**src/rtl/riscv_ex_ctrl.sv**
```systemverilog
// Execute-stage sequencer: drives the combinational ALU, holds a single-entry EX/WB
// result register, and turns taken branches/jumps into a redirect plus flush window.
module riscv_ex_ctrl #(
  parameter int FLUSH_CYCLES = 2,
  parameter bit FWD_EN       = 1'b1,
  parameter int CNT_W        = 32
) (
  input  logic             i_clk,
  input  logic             i_rst_n,
  input  logic             i_id_valid,
  output logic             o_id_ready,
  input  logic [6:0]       i_opcode,
  input  logic [6:0]       i_funct7,
  input  logic [2:0]       i_funct3,
  input  logic [4:0]       i_rs1_idx,
  input  logic [4:0]       i_rs2_idx,
  input  logic [4:0]       i_rd_idx,
  input  logic [31:0]      i_rs1_val,
  input  logic [31:0]      i_rs2_val,
  input  logic [31:0]      i_imm,
  input  logic [31:0]      i_pc,
  output logic [6:0]       o_alu_opcode,
  output logic [6:0]       o_alu_funct7,
  output logic [2:0]       o_alu_funct3,
  output logic [31:0]      o_alu_num1,
  output logic [31:0]      o_alu_num2,
  output logic [31:0]      o_alu_imm,
  output logic [31:0]      o_alu_pc,
  input  logic             i_alu_if_branch,
  input  logic [31:0]      i_alu_num,
  input  logic [31:0]      i_alu_pc,
  output logic             o_wb_valid,
  input  logic             i_wb_ready,
  output logic             o_wb_we,
  output logic [4:0]       o_wb_rd,
  output logic [31:0]      o_wb_data,
  output logic             o_redirect_valid,
  output logic [31:0]      o_redirect_pc,
  output logic             o_flush,
  output logic [CNT_W-1:0] o_retire_cnt,
  output logic [CNT_W-1:0] o_redirect_cnt
);

  localparam logic [6:0] OP_BRANCH = 7'b1100011;
  localparam logic [6:0] OP_STORE  = 7'b0100011;
  localparam logic [3:0] FCNT_LOAD = 4'(FLUSH_CYCLES - 1);

  typedef enum logic {RUN, FLUSH} state_t;

  state_t             state_q, state_d;
  logic [3:0]         fcnt_q, fcnt_d;
  logic               wb_valid_q, wb_valid_d;
  logic               wb_we_q, wb_we_d;
  logic [4:0]         wb_rd_q, wb_rd_d;
  logic [31:0]        wb_data_q, wb_data_d;
  logic               redir_valid_q, redir_valid_d;
  logic [31:0]        redir_pc_q, redir_pc_d;
  logic [CNT_W-1:0]   retire_cnt_q, retire_cnt_d;
  logic [CNT_W-1:0]   redirect_cnt_q, redirect_cnt_d;

  logic id_ready;
  logic accept;
  logic wb_hs;
  logic fwd_ok;

  // In FLUSH every offered instruction is swallowed, so ready is unconditional there.
  assign id_ready = (state_q == FLUSH) || !wb_valid_q || i_wb_ready;
  assign accept   = (state_q == RUN) && i_id_valid && id_ready;
  assign wb_hs    = wb_valid_q && i_wb_ready;
  assign fwd_ok   = FWD_EN && wb_valid_q && wb_we_q;

  always_comb begin
    o_alu_opcode = i_opcode;
    o_alu_funct7 = i_funct7;
    o_alu_funct3 = i_funct3;
    o_alu_imm    = i_imm;
    o_alu_pc     = i_pc;
    o_alu_num1   = i_rs1_val;
    o_alu_num2   = i_rs2_val;
    if (fwd_ok && (wb_rd_q == i_rs1_idx) && (i_rs1_idx != 5'd0)) o_alu_num1 = wb_data_q;
    if (fwd_ok && (wb_rd_q == i_rs2_idx) && (i_rs2_idx != 5'd0)) o_alu_num2 = wb_data_q;
  end

  always_comb begin
    state_d        = state_q;
    fcnt_d         = fcnt_q;
    wb_valid_d     = wb_valid_q;
    wb_we_d        = wb_we_q;
    wb_rd_d        = wb_rd_q;
    wb_data_d      = wb_data_q;
    redir_valid_d  = 1'b0;
    redir_pc_d     = redir_pc_q;
    retire_cnt_d   = retire_cnt_q;
    redirect_cnt_d = redirect_cnt_q;

    if (state_q == FLUSH) begin
      if (fcnt_q == 4'd0) state_d = RUN;
      else                fcnt_d  = fcnt_q - 4'd1;
    end

    // An accept reloads the register even when the old result drains in the same cycle.
    if (accept) begin
      wb_valid_d = 1'b1;
      wb_rd_d    = i_rd_idx;
      wb_data_d  = i_alu_num;
      wb_we_d    = !((i_opcode == OP_BRANCH) || (i_opcode == OP_STORE) || (i_rd_idx == 5'd0));
      if (i_alu_if_branch) begin
        state_d        = FLUSH;
        fcnt_d         = FCNT_LOAD;
        redir_valid_d  = 1'b1;
        redir_pc_d     = {i_alu_pc[31:1], 1'b0};
        redirect_cnt_d = redirect_cnt_q + CNT_W'(1);
      end
    end else if (wb_hs) begin
      wb_valid_d = 1'b0;
    end

    if (wb_hs) retire_cnt_d = retire_cnt_q + CNT_W'(1);
  end

  always_ff @(posedge i_clk) begin
    if (!i_rst_n) begin
      state_q        <= RUN;
      fcnt_q         <= 4'd0;
      wb_valid_q     <= 1'b0;
      wb_we_q        <= 1'b0;
      wb_rd_q        <= 5'd0;
      wb_data_q      <= 32'd0;
      redir_valid_q  <= 1'b0;
      redir_pc_q     <= 32'd0;
      retire_cnt_q   <= '0;
      redirect_cnt_q <= '0;
    end else begin
      state_q        <= state_d;
      fcnt_q         <= fcnt_d;
      wb_valid_q     <= wb_valid_d;
      wb_we_q        <= wb_we_d;
      wb_rd_q        <= wb_rd_d;
      wb_data_q      <= wb_data_d;
      redir_valid_q  <= redir_valid_d;
      redir_pc_q     <= redir_pc_d;
      retire_cnt_q   <= retire_cnt_d;
      redirect_cnt_q <= redirect_cnt_d;
    end
  end

  assign o_id_ready       = id_ready;
  assign o_wb_valid       = wb_valid_q;
  assign o_wb_we          = wb_we_q;
  assign o_wb_rd          = wb_rd_q;
  assign o_wb_data        = wb_data_q;
  assign o_redirect_valid = redir_valid_q;
  assign o_redirect_pc    = redir_pc_q;
  assign o_flush          = (state_q == FLUSH);
  assign o_retire_cnt     = retire_cnt_q;
  assign o_redirect_cnt   = redirect_cnt_q;

endmodule

```
**config.mk**
```make
export PLATFORM = sky130hd
export DESIGN_NAME = riscv_ex_ctrl
export DESIGN_NICKNAME = d
export VERILOG_FILES = /design/src/rtl/riscv_ex_ctrl.sv
export SDC_FILE = /design/constraint.sdc
export NUM_CORES = 1
export LEC_CHECK = 0
export CAP_MARGIN = 10
export CORE_AREA = 2 2 196 198
export DETAILED_ROUTE_END_ITERATION = 8
export DIE_AREA = 0 0 198 200
export MAX_ROUTING_LAYER = met4
export PLACE_DENSITY = 0.62
export REMOVE_ABC_BUFFERS = 1
export SETUP_SLACK_MARGIN = 0.02
export SLEW_MARGIN = 10
export SYNTH_ARGS = -nofsm -noshare
export SYNTH_HDL_FRONTEND = slang
export SYNTH_SLANG_ARGS = --single-unit
export TNS_END_PERCENT = 100
```
**constraint.sdc**
```tcl
create_clock -name i_clk -period 6.3 [get_ports i_clk]
set_input_delay 1.26 -clock i_clk [delete_from_list [all_inputs] [get_ports i_clk]]
set_output_delay 1.26 -clock i_clk [all_outputs]
set_load 0.01 [all_outputs]
```
==> summary.md, run 1 <==
| Metric | Value |
|---|---|
| Status | `complete, no violations` |
| Static Leak | `between 3 and 4 nW` |
| Crit path kind | `input port to output port` |
| Die width | `198 µm` |
| Nets | `1375` |
| Clock skew | `0.00972 ns` |
| Synth Instances | `890` |
| Power density over cell area | `202 nW/µm²` |
| Yosys warning count | `0` |
| Post-synth top area share | `approximately two fifths` |
| Max-slew headroom | `just under 30%` |
| Register area | `2800 µm²` |
| Seq/Total Area, Yosys | `a little under two fifths` |
| Least-Margin Pin Slew | `1.06 ns` |
| DP HPWL | `27000 µm` |
| RSZ-0062 raised after global routing | `no` |
| Total CTS buffers | `17` |
| Number of flops mapped to enable cells by yosys | `0` |
| Cts hold-fix bufs | `0` |
| Die H | `around 200 µm` |
| Max Fanout on Critical Path | `32` |
| CP Capture Type | `output port` |
| Post-CTS Setup Bufs | `0` |
| Io pins | `512` |
| Drt first pass iters | `4` |
| Area of placed instances | `10800 µm²` |
| Post_cts resized | `0` |
| Final Max Tran Viols | `0` |
| Initial core utilization | `19.6%` |
| Peak Freq | `200 MHz` |
| Max Root-Sink Buffers | `2` |
| Vias | `7523` |
| Clk slew on worst S/H paths | `0.06 ns` |
| Fin. Hold Viols | `0` |
| Vias in the first global route | `7327` |
| #FFs+latches synth | `between 100 and 150` |
| Ratio of cells with drive above 1 in the final layout | `9.86%` |
| Routed wire length | `34800 µm` |
| Final Util | `30.5%` |
| Initial detailed-routing violation count | `353` |
| CP arrival | `3.75 ns` |
| GP Congestion | `slightly above 0.8` |
| Design area | `11400 µm²` |
| Critical Path RT | `a little over 5 ns` |
| Wire per inst | `20.8 µm` |
| Root buf cell | `clkbuf_16` |
| CTS Sinks | `140` |
| Unique cell type count in the Yosys netlist | `47` |
| Main flop type after synthesis | `dfxtp_1` |
| Later-pin clock latency in the skew report | `0.44 ns` |
| Synth area leaders | `dfxtp_1 (38%), mux2_2 (9.8%), nand2_1 (9.4%)` |
| Total core area | `37400 µm²` |
| Vias per cell | `~4.5` |
| Ys async rst share | `0%` |
| DR DRC count | `0` |
| Finished Layout Cells | `1670` |
| Startpoint types | `input port` |
| Max cap viols | `0` |
| Global-route wire length before repair | `approximately 49000 µm` |
| Initial antenna violation count | `3` |
| Largest net degree at the start of global routing | `86` |
| CTS tree | `done` |
| Setup TNS | `0 ns` |
| PortBufs | `359` |
| Mapped Avg Cell Area | `8.25 µm²` |
| Maximum VDD drop | `0.184 mV` |
| CTS H-tree depth | `4` |
| Fillers | `3952` |
| Final setup fails | `0` |
| Area Overhead vs Synth | `55.2%` |
| Mapped Area | `between 7000 and 8000 µm²` |
| Total gr overflow | `0` |
| Leading area contributor after synthesis | `dfxtp_1` |
| Die ar. | `39600 µm²` |
| Post-layout min period | `5.01 ns` |
| Antenna-violating nets left | `0` |
| Std cell rows | `71` |
| Fin crit share | `79.5%` |
| Area of the multi-input gates | `3700 µm²` |
| Number of placed cells counting well taps | `~1600` |
| Hold WC Path Type | `flip-flop to flip-flop` |
| Gr usage total | `17.6%` |
==> kinds of logic after synthesis <==
logic type	share of synthesized area, %
simple gates	24.0
buf+inv	11.9
compound gates	10.5
flops	38.2
mux	11.9
xor+xnor	2.98
fa+ha+maj	0.511
other cells	0.0511
==> synth_stat cells, drive strengths merged, types with 2 or more instances <==
cell type,instances
ha,3
dfxtp,140
a21oi,105
nor3,9
inv,12
o41ai,3
or4,13
and4,10
nand4,26
nor4,18
o311ai,2
or3,15
nand3,22
buf,98
nor3b,2
xor2,15
or2,2
o31ai,12
xnor2,10
and3,8
and2,5
mux2i,15
nand2b,17
mux2,64
nor4b,2
nand2,183
nor2,19
clkbuf,33
o21ai,16
==> power by group <==
part	switching, W	leakage (nW)	internal, W
Clock	0.000434	0.271	0.000557
Sequential	0.0000374	1.14	0.000914
Combinational	0.000151	2.43	0.000212
==> placed cells by master, fill, tap and decap left out, types with 6 or more instances in the layout <==
cell / netlist / layout
nand2b_1: 17 / 17
inv_1: 12 / 11
mux2_2: 64 / 64
nand2_1: 183 / 183
or3_1: 15 / 15
nand4_1: 25 / 25
xnor2_1: 10 / 10
and4_1: 9 / 9
o31ai_1: 12 / 12
clkdlybuf4s50_1: 0 / 359
dfxtp_1: 140 / 140
nor4_1: 18 / 18
nor3_1: 9 / 8
o21ai_0: 16 / 16
xor2_1: 15 / 15
buf_4: 82 / 6
a21oi_1: 105 / 105
clkbuf_16: 0 / 17
nand3_1: 22 / 22
and3_1: 7 / 7
or4_1: 12 / 12
nor2_1: 19 / 18
mux2i_1: 15 / 15
==> final cells by class <==
cell class                      count  area share [%]
Multi-Input combinational cell    607            32.4
Timing Repair Buffer              365            31.9
Sequential cell                   140            24.6
Tap cell                          511            5.61
Clock buffer                       20            3.92
Clock inverter                     12            1.02
Inverter                           12           0.417
Antenna cell                        3          0.0659
==> worst max-delay path, cell delays in order <==
cell             delay [ns]
clkdlybuf4s50_1        0.42
xor2_1                 0.15
nor3_1                 0.31
o2111ai_4              0.59
mux2_2                 0.51
clkdlybuf4s50_1        0.49
==> metal layers <==
metal	GRT usage [%]	up-vias	wire (µm)	part of all wire, %
met2	25.5	448	14900	43
met1	19.1	3516	13900	40
met3	11.7	27	5140	15
met5	-	-	0	0
met4	6.29	0	905	2.6
li1	-	3532	-	-
==> state kept, by name, indices dropped and copies added (netlist names) <==
name,flops
o_wb_valid,1
o_redirect_valid,1
o_wb_rd,5
fcnt_q,4
o_retire_cnt,32
o_redirect_pc,31
o_wb_we,1
o_wb_data,32
o_redirect_cnt,32
o_flush,1
==> worst paths after layout <==
kind	start	endpoint	slack (ns)	cells after the start
max	i_rs1_idx[2]	o_alu_num1[28]	1.29	6
max reg2reg	o_flush$_SDFF_PN0_	o_redirect_cnt[29]$_SDFFE_PN0P_	3.90	4
min reg2reg	o_redirect_pc[6]$_SDFFE_PN0P_	o_redirect_pc[6]$_SDFFE_PN0P_	0.45	2
min	o_redirect_pc[6]$_SDFFE_PN0P_	o_redirect_pc[6]$_SDFFE_PN0P_	0.45	2
==> stage by stage <==
stage / power, W / hold WS, ns / worst slack, ns
final: 0.00231 / 0.452 / 1.29
after CTS: 0.00235 / 0.455 / 1.28
after global routing: 0.00241 / 0.471 / 1.18
after floorplan: 0.00107 / 0.443 / 1.53
after detailed placement: 0.00134 / 0.446 / 1.29
after global placement: 0.00134 / 0.441 / 1.28
Power figures use the tool's default switching activity.
==> inputs of run 2 (changes only) <==
==> constraint.sdc (replaced) <==
create_clock -name i_clk -period 5.1 [get_ports i_clk]
set_input_delay 1.02 -clock i_clk [delete_from_list [all_inputs] [get_ports i_clk]]
set_output_delay 1.02 -clock i_clk [all_outputs]
set_load 0.01 [all_outputs]
==> run 2 against run 1 <==
Against the previous run: largest power group unchanged; register-to-register slack got worse by 1.2 ns; wire length decreased by 0.29%; critical path type unchanged; cell area grew 0.55%.
==> summary.md, run 2 (same netlist as run 1, synthesis figures left out) <==
| Metric | Value |
|---|---|
| Area Overhead vs Synth | `56.0%` |
| Fin crit share | `84.8%` |
| Critical Path RT | `4.08 ns (-0.96 ns)` |
| GP Congestion | `0.812 (-2.0%)` |
| Later-pin clock latency in the skew report | `0.43 ns (about the same)` |
| Wire per inst | `20.7 µm (-0.47%)` |
| Die ar. | `39600 µm² (unchanged)` |
| Maximum VDD drop | `0.220 mV (+20%)` |
| Final setup fails | `0 (unchanged)` |
| Routed wire length | `34700 µm (-0.29%)` |
| Post_cts resized | `0 (unchanged)` |
| Fillers | `3964 (+0.30%)` |
| Initial antenna violation count | `6 (+3)` |
| Static Leak | `3.86 nW (+0.64%)` |
| Post-route setup slack | `0.774 ns (-0.519 ns)` |
| CTS tree | `done` |
| Max Fanout on Critical Path | `31 (-3.1%)` |
| Max-slew headroom | `29.5% (+0.40 points)` |
| Total CTS buffers | `17 (unchanged)` |
| Worst r2r path cells | `4 (unchanged)` |
| Most frequent cells in the layout | `clkdlybuf4s50_1 (358), nand2_1 (183), dfxtp_1 (140)` |
| DR DRC count | `0 (unchanged)` |
| Sw frac | `25.3% (-1.7 points)` |
| Setup TNS | `0 ns (unchanged)` |
| Die width | `198 µm (unchanged)` |
| Setup WS pre-CTS | `0.821 ns (-0.468 ns)` |
| Final Max Tran Viols | `0 (unchanged)` |
| RSZ-0062 raised after global routing | `no` |
| Max Root-Sink Buffers | `2 (unchanged)` |
| Post-layout min period | `4.33 ns` |
| Crit path to | `o_alu_num2[17]` |
| Total gr overflow | `0 (unchanged)` |
| DP HPWL | `27000 µm (about the same)` |
| Worst Setup SP | `i_rs2_idx[0]` |
| Drt first pass iters | `5 (+1)` |
| Ratio of cells with drive above 1 in the final layout | `10.0% (+0.17 points)` |
| Vias | `7529 (+0.080%)` |
| Largest net degree at the start of global routing | `96 (+12%)` |
| Io pins | `512 (unchanged)` |
| Std cell rows | `71 (unchanged)` |
| Hold WC Path Type | `flip-flop to flip-flop` |
| Gr usage total | `17.4% (-0.18 points)` |
| Fin Hold WS | `0.454 ns (+0.00177 ns)` |
| Reg power frac | `40.3% (-1.0 points)` |
| Crit path kind | `input port to output port` |
| Psw | `0.000739 W (+19%)` |
| Status | `complete, no violations` |
| Reg2Reg Capture Point | `o_redirect_cnt[29]$_SDFFE_PN0P_` |
| Post-CTS Setup Bufs | `0 (unchanged)` |
| Clk slew on worst S/H paths | `0.06 ns (about the same)` |
| Peak Freq | `231 MHz` |
| R2r startpoint | `o_flush$_SDFF_PN0_` |
| Startpoint types | `input port` |
| Most common cell after layout, fill and taps aside | `clkdlybuf4s50_1` |
| Die H | `200 µm (unchanged)` |
| PortBufs | `359 (unchanged)` |
| CP Capture Type | `output port` |
| Vias in the first global route | `7122 (-2.8%)` |
| Power density over cell area | `255 nW/µm² (+26%)` |
| Reg2reg setup slack | `2.71 ns (-1.19 ns)` |
| Final Util | `30.6% (+0.17 points)` |
| Fin. Hold Viols | `0 (unchanged)` |
| Vias per cell | `4.50 (about the same)` |
| Max cap viols | `0 (unchanged)` |
| Global-route wire length before repair | `47900 µm (-1.3%)` |
| Initial core utilization | `19.6% (unchanged)` |
| Antenna-violating nets left | `0 (unchanged)` |
| Total core area | `37400 µm² (unchanged)` |
| Nets | `1376 (+0.073%)` |
| Least-Margin Pin Slew | `1.06 ns (-0.00604 ns)` |
| Clock skew | `0.00721 ns (-0.00251 ns)` |
| Root buf cell | `clkbuf_16` |
| Internal power | `0.00218 W (+30%)` |
| Cts hold-fix bufs | `0 (unchanged)` |
| Overall Power | `0.00292 W (+27%)` |
| CTS Sinks | `140 (unchanged)` |
| CP arrival | `3.31 ns (-0.44 ns)` |
| Clk network pwr share | `44.3% (+1.3 points)` |
| Comb power frac | `15.4% (-0.3 points)` |
| Initial detailed-routing violation count | `328 (-7.1%)` |
| CTS H-tree depth | `4 (unchanged)` |
-- run 2: changes by cell type in the layout (fill, tap and decap cells not counted), moves of 2 or more --
cell | previous run | this run
diode_2 | 3 | 6
bufinv_16 | 1 | 3
clkinv_4 | 5 | 1
clkinvlp_4 | 2 | 4
inv_6 | 2 | 0
-- run 2: layer usage --
| layer | GRT usage (%) | wire length, µm |
|---|---|---|
| met4 | 6.02 | 1020 |
| met1 | 18.7 | 13800 |
| met3 | 12.5 | 5250 |
| met5 | - | 0 |
| met2 | 24.8 | 14600 |
-- run 2: area by class of cell --
type                       instances  area (µm²)  share of cell area, %
sequential                       140        2800                   24.5
inverter                          12        47.5                  0.415
tap                              511         639                   5.58
timing repair buffer             366        3660                   31.9
clock inverter                    11         144                   1.26
clock buffer                      20         457                   3.99
antenna                            6        15.0                  0.131
multi-input combinational        607        3700                   32.3
-- run 2: worst min path at each step --
stage,startpoint,endpoint,slack [ns],cells past startpoint
2_1_floorplan,fcnt_q[1]$_SDFF_PN0_,fcnt_q[1]$_SDFF_PN0_,0.44,2
3_3_place_gp,o_redirect_pc[28]$_SDFFE_PN0P_,o_redirect_pc[28]$_SDFFE_PN0P_,0.44,2
3_5_place_dp,o_redirect_pc[13]$_SDFFE_PN0P_,o_redirect_pc[13]$_SDFFE_PN0P_,0.45,2
4_1_cts,o_redirect_pc[15]$_SDFFE_PN0P_,o_redirect_pc[15]$_SDFFE_PN0P_,0.46,2
5_1_grt,o_redirect_pc[21]$_SDFFE_PN0P_,o_redirect_pc[21]$_SDFFE_PN0P_,0.48,2
6_report,o_redirect_pc[4]$_SDFFE_PN0P_,o_redirect_pc[4]$_SDFFE_PN0P_,0.45,2
-- run 2: worst max-delay path, cell delays in order --
cell and delay, ns:
clkdlybuf4s50_1 0.47, nor4_1 0.30, o21ai_0 0.13, nand4_1 0.17, buf_12 0.23, mux2_2 0.35, clkdlybuf4s50_1 0.60
-- run 2: power groups by stage --
stage          registers, W  logic, W  clock network, W
3_5_place_dp        0.00120  0.000451                 0
5_1_grt             0.00118  0.000482           0.00138
6_report            0.00118  0.000450           0.00129
4_1_cts             0.00118  0.000455           0.00133
3_3_place_gp        0.00120  0.000449                 0
2_1_floorplan       0.00120  0.000131                 0
-- run 2: through the flow --
| stage | instance area [µm²] | instances |
|---|---|---|
| after global routing | 11500 | 1673 |
| final | 11500 | 1673 |
| after detailed placement | 10800 | 1636 |
| after floorplan | 6510 | 759 |
| after CTS | 11400 | 1667 |
| after global placement | 10800 | 1636 |
==> inputs of run 3 (changes only) <==
==> constraint.sdc (replaced) <==
create_clock -name i_clk -period 4.4 [get_ports i_clk]
set_input_delay 0.88 -clock i_clk [delete_from_list [all_inputs] [get_ports i_clk]]
set_output_delay 0.88 -clock i_clk [all_outputs]
set_load 0.01 [all_outputs]
==> run 3 against run 2 <==
Against the previous run: count of clock-buffer cells in the layout is 1 lower; global-route usage is 0.088 points higher; combinational power is 16% higher; via count is 0.23% lower; critical path depth stayed put; utilization is 0.090 points higher; die area stayed put; largest power group unchanged.
==> summary.md, run 3 (same netlist as run 1, synthesis figures left out) <==
| Metric | Value |
|---|---|
| Status | `complete, no violations` |
| Antenna-violating nets left | `0 (unchanged)` |
| Peak Freq | `252 MHz` |
| Fillers | `3966 (+0.050%)` |
| Root buf cell | `clkbuf_16` |
| GP Congestion | `0.814 (+0.21%)` |
| Initial detailed-routing violation count | `291 (-11%)` |
| Drt first pass iters | `4 (-1)` |
| Max Fanout on Critical Path | `32 (+3.2%)` |
| Max-slew headroom | `38.4% (+9.0 points)` |
| Design area | `11500 µm² (+0.30%)` |
| Power density over cell area | `299 nW/µm² (+17%)` |
| Area Overhead vs Synth | `56.5%` |
| Critical Path RT | `3.52 ns (-0.56 ns)` |
| Static Leak | `3.88 nW (+0.39%)` |
| Initial core utilization | `19.6% (unchanged)` |
| Total gr overflow | `0 (unchanged)` |
| Vias | `7512 (-0.23%)` |
| Least-Margin Pin Slew | `0.922 ns (-0.137 ns)` |
| Most common cell after layout, fill and taps aside | `clkdlybuf4s50_1` |
| Max Root-Sink Buffers | `2 (unchanged)` |
| Crit path kind | `input port to output port` |
| CP arrival | `3.10 ns (-0.21 ns)` |
| Total core area | `37400 µm² (unchanged)` |
| Setup TNS | `0 ns (unchanged)` |
| Post-CTS Setup Bufs | `0 (unchanged)` |
| Clock skew | `0.0100 ns (+0.00280 ns)` |
| CTS tree | `done` |
| Max cap viols | `0 (unchanged)` |
| Io pins | `512 (unchanged)` |
| Die H | `200 µm (unchanged)` |
| Routed wire length | `34600 µm (-0.38%)` |
| Startpoint types | `input port` |
| Vias per cell | `4.48 (-0.40%)` |
| Overall Power | `0.00344 W (+18%)` |
| Nets | `1377 (+0.073%)` |
| CTS H-tree depth | `4 (unchanged)` |
| PortBufs | `359 (unchanged)` |
| Fin crit share | `~90%` |
| Setup WS pre-CTS | `0.424 ns (-0.397 ns)` |
| Ratio of cells with drive above 1 in the final layout | `10.1% (+0.069 points)` |
| Hold WC Path Type | `flip-flop to flip-flop` |
| Post_cts resized | `0 (unchanged)` |
| Later-pin clock latency in the skew report | `0.44 ns (about the same)` |
| CP Capture Type | `output port` |
| Area of placed instances | `10800 µm² (about the same)` |
| Post-route setup slack | `0.425 ns (-0.350 ns)` |
| Std cell rows | `71 (unchanged)` |
| RSZ-0062 raised after global routing | `no` |
| CTS Sinks | `140 (unchanged)` |
| Final setup fails | `0 (unchanged)` |
| DP HPWL | `27000 µm (about the same)` |
| Largest net degree at the start of global routing | `66 (-31%)` |
| Fin. Hold Viols | `0 (unchanged)` |
| Clk slew on worst S/H paths | `0.06 ns (about the same)` |
| Vias in the first global route | `7155 (+0.46%)` |
| DR DRC count | `0 (unchanged)` |
| Post-layout min period | `3.98 ns` |
| Most frequent cells in the layout | `clkdlybuf4s50_1 (358), nand2_1 (183), dfxtp_1 (140)` |
| Die ar. | `39600 µm² (unchanged)` |
| Wire per inst | `20.6 µm (-0.56%)` |
| Die width | `198 µm (unchanged)` |
| Global-route wire length before repair | `48300 µm (+0.86%)` |
| Total CTS buffers | `17 (unchanged)` |
| Gr usage total | `17.5% (+0.088 points)` |
| Cts hold-fix bufs | `0 (unchanged)` |
| Maximum VDD drop | `0.268 mV (+22%)` |
| Initial antenna violation count | `8 (+2)` |
| Final Max Tran Viols | `0 (unchanged)` |
==> run 3: critical path: stages <==
cell and delay, ns:
clkdlybuf4s50_1 0.46, nor4_1 0.30, o21ai_0 0.13, nand4_1 0.13, buf_12 0.23, mux2_2 0.36, clkdlybuf4s50_1 0.59
==> run 3: final cells by class <==
| class | instances | area (µm²) | area share, % |
|---|---|---|---|
| multi-input cells | 607 | 3700 | 32.2 |
| repair buffers | 367 | 3660 | 31.9 |
| flip-flops and latches | 140 | 2800 | 24.4 |
| well taps | 511 | 639 | 5.56 |
| clock buffers | 19 | 433 | 3.77 |
| clock inverters | 13 | 191 | 1.67 |
| inverters | 12 | 47.5 | 0.414 |
| diodes | 7 | 17.5 | 0.152 |
==> run 3: metrics by stage <==
stage	hold slack, ns	util (%)	cells
2_1_floorplan	0.443	-	759
3_3_place_gp	0.443	29.0	1637
3_5_place_dp	0.449	29.0	1637
4_1_cts	0.457	30.7	1669
5_1_grt	0.472	30.7	1676
6_report	0.454	30.7	1676
==> run 3: path summary, 6_finish.rpt <==
path	from	cells past startpoint	end	slack [ns]
worst max-delay path	i_rs2_idx[0]	7	o_alu_num2[17]	0.42
worst min register to register	o_redirect_pc[8]$_SDFFE_PN0P_	2	o_redirect_pc[8]$_SDFFE_PN0P_	0.45
worst min-delay path	o_redirect_pc[8]$_SDFFE_PN0P_	2	o_redirect_pc[8]$_SDFFE_PN0P_	0.45
worst max register to register	o_flush$_SDFF_PN0_	4	o_redirect_cnt[31]$_SDFFE_PN0P_	2.03
==> run 3: metal layers <==
metal	part of all wire (%)	vias to the layer above	track usage [%]
li1	-	3544	-
met1	40	3495	18.5
met2	42	445	24.6
met3	15	28	13.1
met4	3.0	0	6.60
met5	0	-	-
==> run 3: power by group <==
part	switching (W)	internal, W	total (W)
registers	0.0000548	0.00131	0.00136
logic	0.000218	0.000304	0.000522
clock network	0.000598	0.000953	0.00155
